===== config.mk =====
export PLATFORM = sky130hd
export DESIGN_NAME = control_unit
export DESIGN_NICKNAME = d
export VERILOG_FILES = /design/src/rtl/control_unit.sv
export SDC_FILE = /design/constraint.sdc
export NUM_CORES = 1
export LEC_CHECK = 0
export CAP_MARGIN = 25
export CORE_MARGIN = 2
export CORE_UTILIZATION = 46
export CTS_BUF_LIST = sky130_fd_sc_hd__clkbuf_8 sky130_fd_sc_hd__clkbuf_16
export CTS_CLUSTER_SIZE = 12
export DETAILED_ROUTE_END_ITERATION = 12
export PLACE_DENSITY = 0.78
export SLEW_MARGIN = 25
export SYNTH_ARGS = -nofsm -noshare
export SYNTH_HDL_FRONTEND = slang
export SYNTH_SLANG_ARGS = --single-unit

===== constraint.sdc =====
create_clock -name i_clk -period 2 [get_ports i_clk]
set_input_delay 0.4 -clock i_clk [delete_from_list [all_inputs] [get_ports i_clk]]
set_output_delay 0.4 -clock i_clk [all_outputs]
set_load 0.1 [all_outputs]

===== src/rtl/control_unit.sv =====
// rtl/control_unit.sv - multicycle RV32 subset control FSM with memory-wait timeout and fault latch
module control_unit #(
    parameter int WAIT_LIMIT = 15
) (
    input  logic       i_clk,
    input  logic       i_reset,
    input  logic [6:0] i_opcode,
    input  logic [2:0] i_funct3,
    input  logic       i_funct7_5,
    input  logic       i_alu_zero,
    input  logic       i_mem_ready,
    output logic       o_pc_write,
    output logic       o_ir_write,
    output logic       o_reg_write,
    output logic       o_mem_read,
    output logic       o_mem_write,
    output logic       o_alu_a_sel,
    output logic [1:0] o_alu_b_sel,
    output logic [2:0] o_alu_op,
    output logic       o_pc_src,
    output logic       o_fw_sel,
    output logic [3:0] o_state,
    output logic [1:0] o_fault_code
);

    localparam logic [3:0] S_FETCH     = 4'd0;
    localparam logic [3:0] S_DECODE    = 4'd1;
    localparam logic [3:0] S_MEM_ADDR  = 4'd2;
    localparam logic [3:0] S_MEM_READ  = 4'd3;
    localparam logic [3:0] S_WB_MEM    = 4'd4;
    localparam logic [3:0] S_MEM_WRITE = 4'd5;
    localparam logic [3:0] S_EXEC_R    = 4'd6;
    localparam logic [3:0] S_EXEC_I    = 4'd7;
    localparam logic [3:0] S_EXEC_LUI  = 4'd8;
    localparam logic [3:0] S_WB_ALU    = 4'd9;
    localparam logic [3:0] S_BRANCH    = 4'd10;
    localparam logic [3:0] S_FAULT     = 4'd15;

    localparam logic [6:0] OP_R      = 7'b0110011;
    localparam logic [6:0] OP_I      = 7'b0010011;
    localparam logic [6:0] OP_LOAD   = 7'b0000011;
    localparam logic [6:0] OP_STORE  = 7'b0100011;
    localparam logic [6:0] OP_BRANCH = 7'b1100011;
    localparam logic [6:0] OP_LUI    = 7'b0110111;

    localparam logic [2:0] ALU_SUM  = 3'd0;
    localparam logic [2:0] ALU_SHL  = 3'd1;
    localparam logic [2:0] ALU_SUB  = 3'd2;
    localparam logic [2:0] ALU_LOAD = 3'd3;
    localparam logic [2:0] ALU_XOR  = 3'd4;
    localparam logic [2:0] ALU_SHR  = 3'd5;
    localparam logic [2:0] ALU_AND  = 3'd7;

    localparam logic [1:0] FC_NONE    = 2'd0;
    localparam logic [1:0] FC_ILLEGAL = 2'd1;
    localparam logic [1:0] FC_TIMEOUT = 2'd2;

    localparam logic [7:0] W_LAST_WAIT = 8'(WAIT_LIMIT - 1);

    logic [3:0] r_state;
    logic [1:0] r_fault_code;
    logic [7:0] r_wait_cnt;

    logic [3:0] w_next_state;
    logic [1:0] w_next_fault;
    logic [3:0] w_decode_next;
    logic       w_f3_arith;
    logic       w_wait_state;
    logic       w_timeout;
    logic [2:0] w_mapped_op;

    assign w_f3_arith = (i_funct3 == 3'b000) || (i_funct3 == 3'b001) ||
                        (i_funct3 == 3'b100) || (i_funct3 == 3'b101) ||
                        (i_funct3 == 3'b111);

    always_comb begin
        w_mapped_op = ALU_SUM;
        case (i_funct3)
            3'b001:  w_mapped_op = ALU_SHL;
            3'b100:  w_mapped_op = ALU_XOR;
            3'b101:  w_mapped_op = ALU_SHR;
            3'b111:  w_mapped_op = ALU_AND;
            default: w_mapped_op = ALU_SUM;
        endcase
    end

    // Opcode dispatch and legality are resolved together so any bad encoding lands in FAULT.
    always_comb begin
        w_decode_next = S_FAULT;
        case (i_opcode)
            OP_R: begin
                if (w_f3_arith && (!i_funct7_5 || i_funct3 == 3'b000))
                    w_decode_next = S_EXEC_R;
            end
            OP_I: begin
                if (w_f3_arith)
                    w_decode_next = S_EXEC_I;
            end
            OP_LOAD, OP_STORE: begin
                if (i_funct3 == 3'b010)
                    w_decode_next = S_MEM_ADDR;
            end
            OP_BRANCH: begin
                if (i_funct3 == 3'b000 || i_funct3 == 3'b001)
                    w_decode_next = S_BRANCH;
            end
            OP_LUI:  w_decode_next = S_EXEC_LUI;
            default: w_decode_next = S_FAULT;
        endcase
    end

    assign w_wait_state = (r_state == S_FETCH) || (r_state == S_MEM_READ) ||
                          (r_state == S_MEM_WRITE);
    assign w_timeout    = w_wait_state && !i_mem_ready && (r_wait_cnt == W_LAST_WAIT);

    always_comb begin
        w_next_state = r_state;
        w_next_fault = FC_NONE;
        case (r_state)
            S_FETCH:     w_next_state = i_mem_ready ? S_DECODE : S_FETCH;
            S_DECODE:    w_next_state = w_decode_next;
            S_MEM_ADDR: begin
                if (i_opcode == OP_LOAD)
                    w_next_state = S_MEM_READ;
                else if (i_opcode == OP_STORE)
                    w_next_state = S_MEM_WRITE;
                else
                    w_next_state = S_FAULT;
            end
            S_MEM_READ:  w_next_state = i_mem_ready ? S_WB_MEM : S_MEM_READ;
            S_WB_MEM:    w_next_state = S_FETCH;
            S_MEM_WRITE: w_next_state = i_mem_ready ? S_FETCH : S_MEM_WRITE;
            S_EXEC_R:    w_next_state = S_WB_ALU;
            S_EXEC_I:    w_next_state = S_WB_ALU;
            S_EXEC_LUI:  w_next_state = S_WB_ALU;
            S_WB_ALU:    w_next_state = S_FETCH;
            S_BRANCH:    w_next_state = S_FETCH;
            S_FAULT: begin
                w_next_state = S_FAULT;
                w_next_fault = r_fault_code;
            end
            default:     w_next_state = S_FAULT;
        endcase
        if (w_timeout) begin
            w_next_state = S_FAULT;
            w_next_fault = FC_TIMEOUT;
        end else if (w_next_state == S_FAULT && r_state != S_FAULT) begin
            w_next_fault = FC_ILLEGAL;
        end
    end

    always_ff @(posedge i_clk) begin
        if (i_reset) begin
            r_state      <= S_FETCH;
            r_fault_code <= FC_NONE;
            r_wait_cnt   <= 8'd0;
        end else begin
            r_state      <= w_next_state;
            r_fault_code <= w_next_fault;
            // Leaving a wait state always goes through mem_ready=1 or FAULT, so this also clears on entry.
            if (w_wait_state && !i_mem_ready)
                r_wait_cnt <= r_wait_cnt + 8'd1;
            else
                r_wait_cnt <= 8'd0;
        end
    end

    always_comb begin
        o_pc_write  = 1'b0;
        o_ir_write  = 1'b0;
        o_reg_write = 1'b0;
        o_mem_read  = 1'b0;
        o_mem_write = 1'b0;
        o_alu_a_sel = 1'b0;
        o_alu_b_sel = 2'd0;
        o_alu_op    = ALU_SUM;
        o_pc_src    = 1'b0;
        o_fw_sel    = 1'b0;
        if (i_reset) begin
            // Look like FETCH while reset is held, but never commit PC/IR.
            o_mem_read  = 1'b1;
            o_alu_b_sel = 2'd1;
        end else begin
            case (r_state)
                S_FETCH: begin
                    o_mem_read  = 1'b1;
                    o_alu_b_sel = 2'd1;
                    o_ir_write  = i_mem_ready;
                    o_pc_write  = i_mem_ready;
                end
                S_DECODE:    o_alu_b_sel = 2'd3;
                S_MEM_ADDR: begin
                    o_alu_a_sel = 1'b1;
                    o_alu_b_sel = 2'd2;
                end
                S_MEM_READ:  o_mem_read = 1'b1;
                S_WB_MEM: begin
                    o_reg_write = 1'b1;
                    o_fw_sel    = 1'b1;
                end
                S_MEM_WRITE: o_mem_write = 1'b1;
                S_EXEC_R: begin
                    o_alu_a_sel = 1'b1;
                    o_alu_op    = (i_funct3 == 3'b000 && i_funct7_5) ? ALU_SUB : w_mapped_op;
                end
                S_EXEC_I: begin
                    o_alu_a_sel = 1'b1;
                    o_alu_b_sel = 2'd2;
                    o_alu_op    = w_mapped_op;
                end
                S_EXEC_LUI: begin
                    o_alu_b_sel = 2'd2;
                    o_alu_op    = ALU_LOAD;
                end
                S_WB_ALU:    o_reg_write = 1'b1;
                S_BRANCH: begin
                    o_alu_a_sel = 1'b1;
                    o_alu_op    = ALU_SUB;
                    o_pc_src    = 1'b1;
                    o_pc_write  = (i_funct3 == 3'b000) ? i_alu_zero : !i_alu_zero;
                end
                default: ;
            endcase
        end
    end

    assign o_state      = r_state;
    assign o_fault_code = r_fault_code;

endmodule


==> out/results.txt, run 1 <==
R2R depth -> 6
Gate Count Post-Synth -> 155
Top cells by area, synth -> dfxtp_1 25%, nor2_1 5.6%, a21oi_1 4.4%
Routed WL -> 3760 um
Post-synth EDFFs -> 0
CTS tree -> built
Final WS setup -> -0.0676 ns
CTS clk-pin slew, worst paths -> 0.06 ns
Slew Limit Fails -> 0
Min Clock Period, post-route -> 2.07 ns
1st-pass router iterations -> 4
Syn avg cell area -> 7.31 um2
Worst setup SP type -> register
Root Buffer Master -> clkbuf_8
Hold-fix buffers, CTS -> 0
Status -> finished, violations left
Synth async-reset ratio -> 0%
Gr usage total -> 26.9%
Synth cell types -> 45
Commonest non-fill, non-tap cell in the layout -> buf_4
CP Capture Type -> output pin
Core Footprint -> 2280 um2
Vias -> 1401
Mapped cell area -> 1130 um2
WHS Path Cells -> 2
FF-to-FF Start -> o_state[1]
Most frequent cells in the layout -> 28 x buf_4, 18 x buf_12, 16 x nor2_1
Largest net degree at the start of global routing -> 23
Reg2reg end -> o_fault_code[0]
Worst-margin pin slew -> 0.480 ns
DR DRC count -> 0
Hold_ws -> 0.479 ns
Hold Path Sink -> o_fault_code[1]
Total power -> 2.72 mW
Worst-path maximum fanout -> 12
Global placer's final weighted congestion -> 0.887
Setup slack, reg-to-reg -> 0.24 ns
Clock Latency Late Sink -> 0.24 ns
Worst slack at placement -> -0.238 ns
Final count of hold timing violations -> 0
Slew headroom -> 67.9%
Highest clock rate -> 0.484 GHz
Maximum clock insertion buffer count -> 2
Via-to-Cell Ratio -> 5.91
NumNets Final -> 227
Synth Flop Type -> dfxtp_1
Diode count -> 0
Rows -> 17
Min-delay src -> o_fault_code[1]
Syn_nets -> 172
Placed insts -> 225
Warnings from Yosys -> 0
Hold Path Class -> register to register
Critical path type -> register to output pin
H-tree depth -> 1
Vias in the first global route -> 1284
Post-layout util -> 89.8%
Initial drt markers -> 26
Ports -> 34
WP data arrival -> 1.67 ns
Final cell count without fillers -> 237
First-pass GRT wire length -> 5650 um
#FFs+latches synth -> 14
Yosys top cell area share -> 24.8%
Initial core utilization -> 49.8%
Die Wd -> 53.6 um
Final Cycle Share -> 103%
Pwr/cell area -> 1330 nW/um2
Share of layout cells above drive strength 1 -> 37.8%
HPWL Detailed -> 2610 um
Die area -> 2870 um2
Number of port buffers -> 33
Die height -> 53.6 um
# clock sinks -> 14
Antenna viol nets, final -> 0
Required @ worst endpoint -> 1.60 ns
Synth area leader -> dfxtp_1
Failing checks -> setup timing
Post-synthesis sequential area ratio -> 24.8%
Initial antenna violation count -> 0
Global route overflow -> 0
Fin Setup TNS -> -0.102 ns
TritonCTS buffer count -> 3
Placed inst area -> 1910 um2
Peak supply drop -> 1.19 mV
Max-Cap Viols -> 0
Final setup vio count -> 2
Routed wire per std cell -> 15.9 um
Area delta synth->final -> 80.6%
Clk_skew -> 0.00114 ns
Post-route design area -> 2040 um2
Crit path from -> o_state[0]
Lkg Pwr -> 0.791 nW
sequential cells by signal (all words and copies together), names as in the netlist:
name and cells:
o_state 4, o_fault_code 2, r_wait_cnt 8
worst max-delay path: stages, from the launching register on:
cell,delay [ns]
dfxtp_4,0.40
buf_4,0.15
nor2_1,0.20
nand2b_1,0.22
a21oi_4,0.24
buf_12,0.19
cell families after synthesis:
logic type,after synthesis,share of synthesized area (%)
xor+xnor,7,5.41
fa+ha+maj,2,2.21
buf+inv,13,4.75
simple gates,78,38.1
flops,14,24.8
compound gates,40,23.8
mux,1,0.994
how the worst max path moves through the flow:
stage | endpoint | slack, ns
3_3_place_gp | o_alu_op[1] | -0.15
5_1_grt | o_alu_op[0] | -0.10
4_1_cts | o_fw_sel | 0.003
3_5_place_dp | o_alu_op[1] | -0.24
6_report | o_alu_op[0] | -0.07
2_1_floorplan | o_pc_write | -0.49
Yosys cell counts (2+ instances only):
cell type and count:
nor2b_1 6, a31oi_1 4, buf_2 4, xnor2_1 3, a2111o_1 2, inv_1 2, o22ai_1 2, nor4_1 3
nor2_1 17, nor3b_1 2, and3_1 4, nor3_1 10, nand4_1 4, or3_1 2, nand2_1 10, nand2b_1 8
dfxtp_1 14, xor2_1 4, and2_1 2, a211oi_1 2, a21oi_1 10, ha_1 2, o21ai_0 8, nand3_1 3
clkbuf_1 7
power breakdown:
group          leakage [nW]  switching [mW]  internal [mW]
combinational         0.652            1.25          0.781
sequential            0.116           0.112          0.342
clock                0.0231          0.0979          0.136
what timing repair did:
action | 4_1_cts | 5_1_grt
gates resized for setup | 6 | 10
cloned | 0 | 0
buffers inserted | 4 | 4
pin swaps | 4 | 4
endpoints found under the setup margin | 6 | 9
per-layer routing:
metal | up-vias | wire length (um) | track usage [%]
met1 | 676 | 1660 | 35.1
met2 | 44 | 1920 | 44.2
met3 | 2 | 163 | 7.22
met5 | - | 0 | 0
met4 | 0 | 21 | 6.41
li1 | 679 | - | -
final cells by class:
cell class,count,area [um2]
flip-flops and latches,14,295
fillers,97,231
clock buffers,3,41.3
clock inverters,1,3.75
well taps,28,35.0
multi-input cells,128,943
repair buffers,61,718
inverters,2,7.51
(Power assumes the default switching activity.)
==> run 2, diff against run 1 <==
==> constraint.sdc (replaced) <==
create_clock -name i_clk -period 2 [get_ports i_clk]
set_input_delay 0.3 -clock i_clk [delete_from_list [all_inputs] [get_ports i_clk]]
set_output_delay 0.3 -clock i_clk [all_outputs]
set_load 0.1 [all_outputs]
==> run 2 against run 1 <==
  * The run now ends clean
  * Clock skew increased by 0.0079 ns
  * Maximum frequency increased by 7.8%
  * Routed wire length is 12% lower
  * Non-clock buffer count down 14
  * Core utilization shrank 7.8 points
  * Worst hold slack gained 0.018 ns
==> out/results.txt, run 2 (synthesis results as in run 1) <==
Worst setup SP type -> register (unchanged)
Status -> completed (was finished, violations left)
Post-layout util -> 82.1% (was 89.8%)
Sw Pwr -> 1.38 mW (was 1.46 mW)
Root Buffer Master -> clkbuf_8 (unchanged)
Clk_skew -> 0.00904 ns (was 0.00114 ns)
Most frequent cells in the layout -> 20 x buf_4, 17 x nor2_1, 13 x buf_12 (was 28 x buf_4, 18 x buf_12, 16 x nor2_1)
Initial core utilization -> 49.8% (unchanged)
Final Cycle Share -> 95.9% (was 103%)
Min-delay src -> r_wait_cnt[0] (was o_fault_code[1])
Initial drt markers -> 26 (unchanged)
Commonest non-fill, non-tap cell in the layout -> buf_4 (unchanged)
1st-pass router iterations -> 4 (unchanged)
First-pass GRT wire length -> 5460 um (was 5650 um)
Unrepaired setup endpoints after global routing -> no
NumNets Final -> 213 (was 227)
Diode count -> 0 (unchanged)
Clock Latency Late Sink -> 0.25 ns (was 0.24 ns)
Hold-fix buffers, CTS -> 0 (unchanged)
Final WS setup -> 0.0812 ns (was -0.0676 ns)
Worst slack at placement -> -0.0468 ns (was -0.238 ns)
Final setup vio count -> 0 (was 2)
Area delta synth->final -> 65.0% (was 80.6%)
HPWL Detailed -> 2660 um (was 2610 um)
Routed WL -> 3310 um (was 3760 um)
Rows -> 17 (unchanged)
# clock sinks -> 14 (unchanged)
Placed insts -> 219 (was 225)
Final count of hold timing violations -> 0 (unchanged)
Post-CTS setup buffer count -> 0 (was 4)
Power share of the clock group -> 9.6% (was 8.6%)
Comb power frac -> 69.4% (was 74.7%)
Reg with most FFs -> r_wait_cnt (unchanged)
Slew Limit Fails -> 0 (unchanged)
Worst-margin pin slew -> 0.451 ns (was 0.480 ns)
Die Wd -> 53.6 um (unchanged)
Core Footprint -> 2280 um2 (unchanged)
Required @ worst endpoint -> 1.70 ns (was 1.60 ns)
Max reg flops -> 8 (unchanged)
Worst-path maximum fanout -> 19 (was 12)
Routed wire per std cell -> 14.8 um (was 15.9 um)
Largest net degree at the start of global routing -> 23 (unchanged)
CTS tree -> built (unchanged)
Maximum clock insertion buffer count -> 2 (unchanged)
FF-to-FF Start -> o_state[1] (unchanged)
Global route overflow -> 0 (unchanged)
Setup slack, reg-to-reg -> 0.28 ns (was 0.24 ns)
Max-Cap Viols -> 0 (unchanged)
Sequential Power Share -> 21.0% (was 16.7%)
Hold Path Class -> register to register (unchanged)
Slew headroom -> 69.8% (was 67.9%)
Via-to-Cell Ratio -> 5.83 (was 5.91)
Peak supply drop -> 1.11 mV (was 1.19 mV)
Die height -> 53.6 um (unchanged)
TritonCTS buffer count -> 3 (unchanged)
Vias -> 1301 (was 1401)
Internal Power -> 1.07 mW (was 1.26 mW)
Min Clock Period, post-route -> 1.92 ns (was 2.07 ns)
Initial antenna violation count -> 0 (unchanged)
H-tree depth -> 1 (unchanged)
Gr usage total -> 26.1% (was 26.9%)
Number of port buffers -> 33 (unchanged)
WHS Path Cells -> 1 (was 2)
Highest clock rate -> 0.521 GHz (was 0.484 GHz)
CP Capture Type -> output pin (unchanged)
Reg2reg end -> o_fault_code[0] (unchanged)
Share of layout cells above drive strength 1 -> 31.3% (was 37.8%)
Vias in the first global route -> 1197 (was 1284)
R2R depth -> 5 (was 6)
Hold Path Sink -> r_wait_cnt[0] (was o_fault_code[1])
Sw Ratio -> 56.2% (was 53.7%)
Critical path type -> register to output pin (unchanged)
Die area -> 2870 um2 (unchanged)
Ports -> 34 (unchanged)
Global placer's final weighted congestion -> 0.921 (was 0.887)
Final cell count without fillers -> 223 (was 237)
CTS clk-pin slew, worst paths -> 0.06 ns (about the same)
Lkg Pwr -> 0.718 nW (was 0.791 nW)
Antenna viol nets, final -> 0 (unchanged)
Pwr/cell area -> 1310 nW/um2 (was 1330 nW/um2)
DR DRC count -> 0 (unchanged)
WP data arrival -> 1.62 ns (was 1.67 ns)
-- run 2: cell type report --
class | count | area, um2
Sequential cell | 14 | 295
Inverter | 2 | 7.51
Clock inverter | 1 | 3.75
Clock buffer | 3 | 41.3
Fill cell | 149 | 408
Timing Repair Buffer | 47 | 558
Multi-Input combinational cell | 128 | 927
Tap cell | 28 | 35.0
-- run 2: critical path: stages, from the launching register on --
cell and delay (ns):
dfxtp_4 0.41, nand2b_2 0.25, mux2_4 0.29, nor3_4 0.22, buf_12 0.20
-- run 2: worst max path at each step --
stage	startpoint	slack [ns]	to	cells after the start
global route	o_state[2]	0.005	o_alu_op[1]	4
floorplan	o_state[2]	-0.39	o_pc_write	5
finish	o_state[2]	0.08	o_reg_write	4
detailed placement	i_funct3[2]	-0.05	o_alu_op[1]	5
global placement	i_funct3[2]	-0.01	o_alu_op[1]	5
CTS	i_funct3[2]	0.004	o_alu_op[1]	5
-- run 2: power groups by stage --
stage | Combinational (mW) | Clock [mW] | Sequential, mW
final | 1.70 | 0.235 | 0.513
after global routing | 1.79 | 0.248 | 0.530
after CTS | 1.70 | 0.238 | 0.505
after detailed placement | 1.69 | 0 | 0.511
after global placement | 1.67 | 0 | 0.503
after floorplan | 1.18 | 0 | 0.633
-- run 2: repair_timing --
item / 4_1_cts / 5_1_grt
setup endpoints to repair: 1 / 5
resized for setup: 1 / 5
pin swaps: 0 / 2
-- run 2: routing by layer --
metal,wire (um),vias up,GRT usage [%]
li1,-,650,-
met1,1480,614,33.2
met2,1680,35,46.3
met3,124,2,4.44
met4,19,0,5.13
met5,0,-,0
-- run 2: through the flow --
stage	power, mW	cell area, um2	TNS [ns]	hold WS [ns]
finish	2.45	1870	0	0.497
global route	2.57	1870	0	0.527
global placement	2.18	1810	-0.0248	0.458
CTS	2.44	1860	0	0.501
detailed placement	2.20	1810	-0.126	0.491
floorplan	1.81	1330	-1.83	0.441
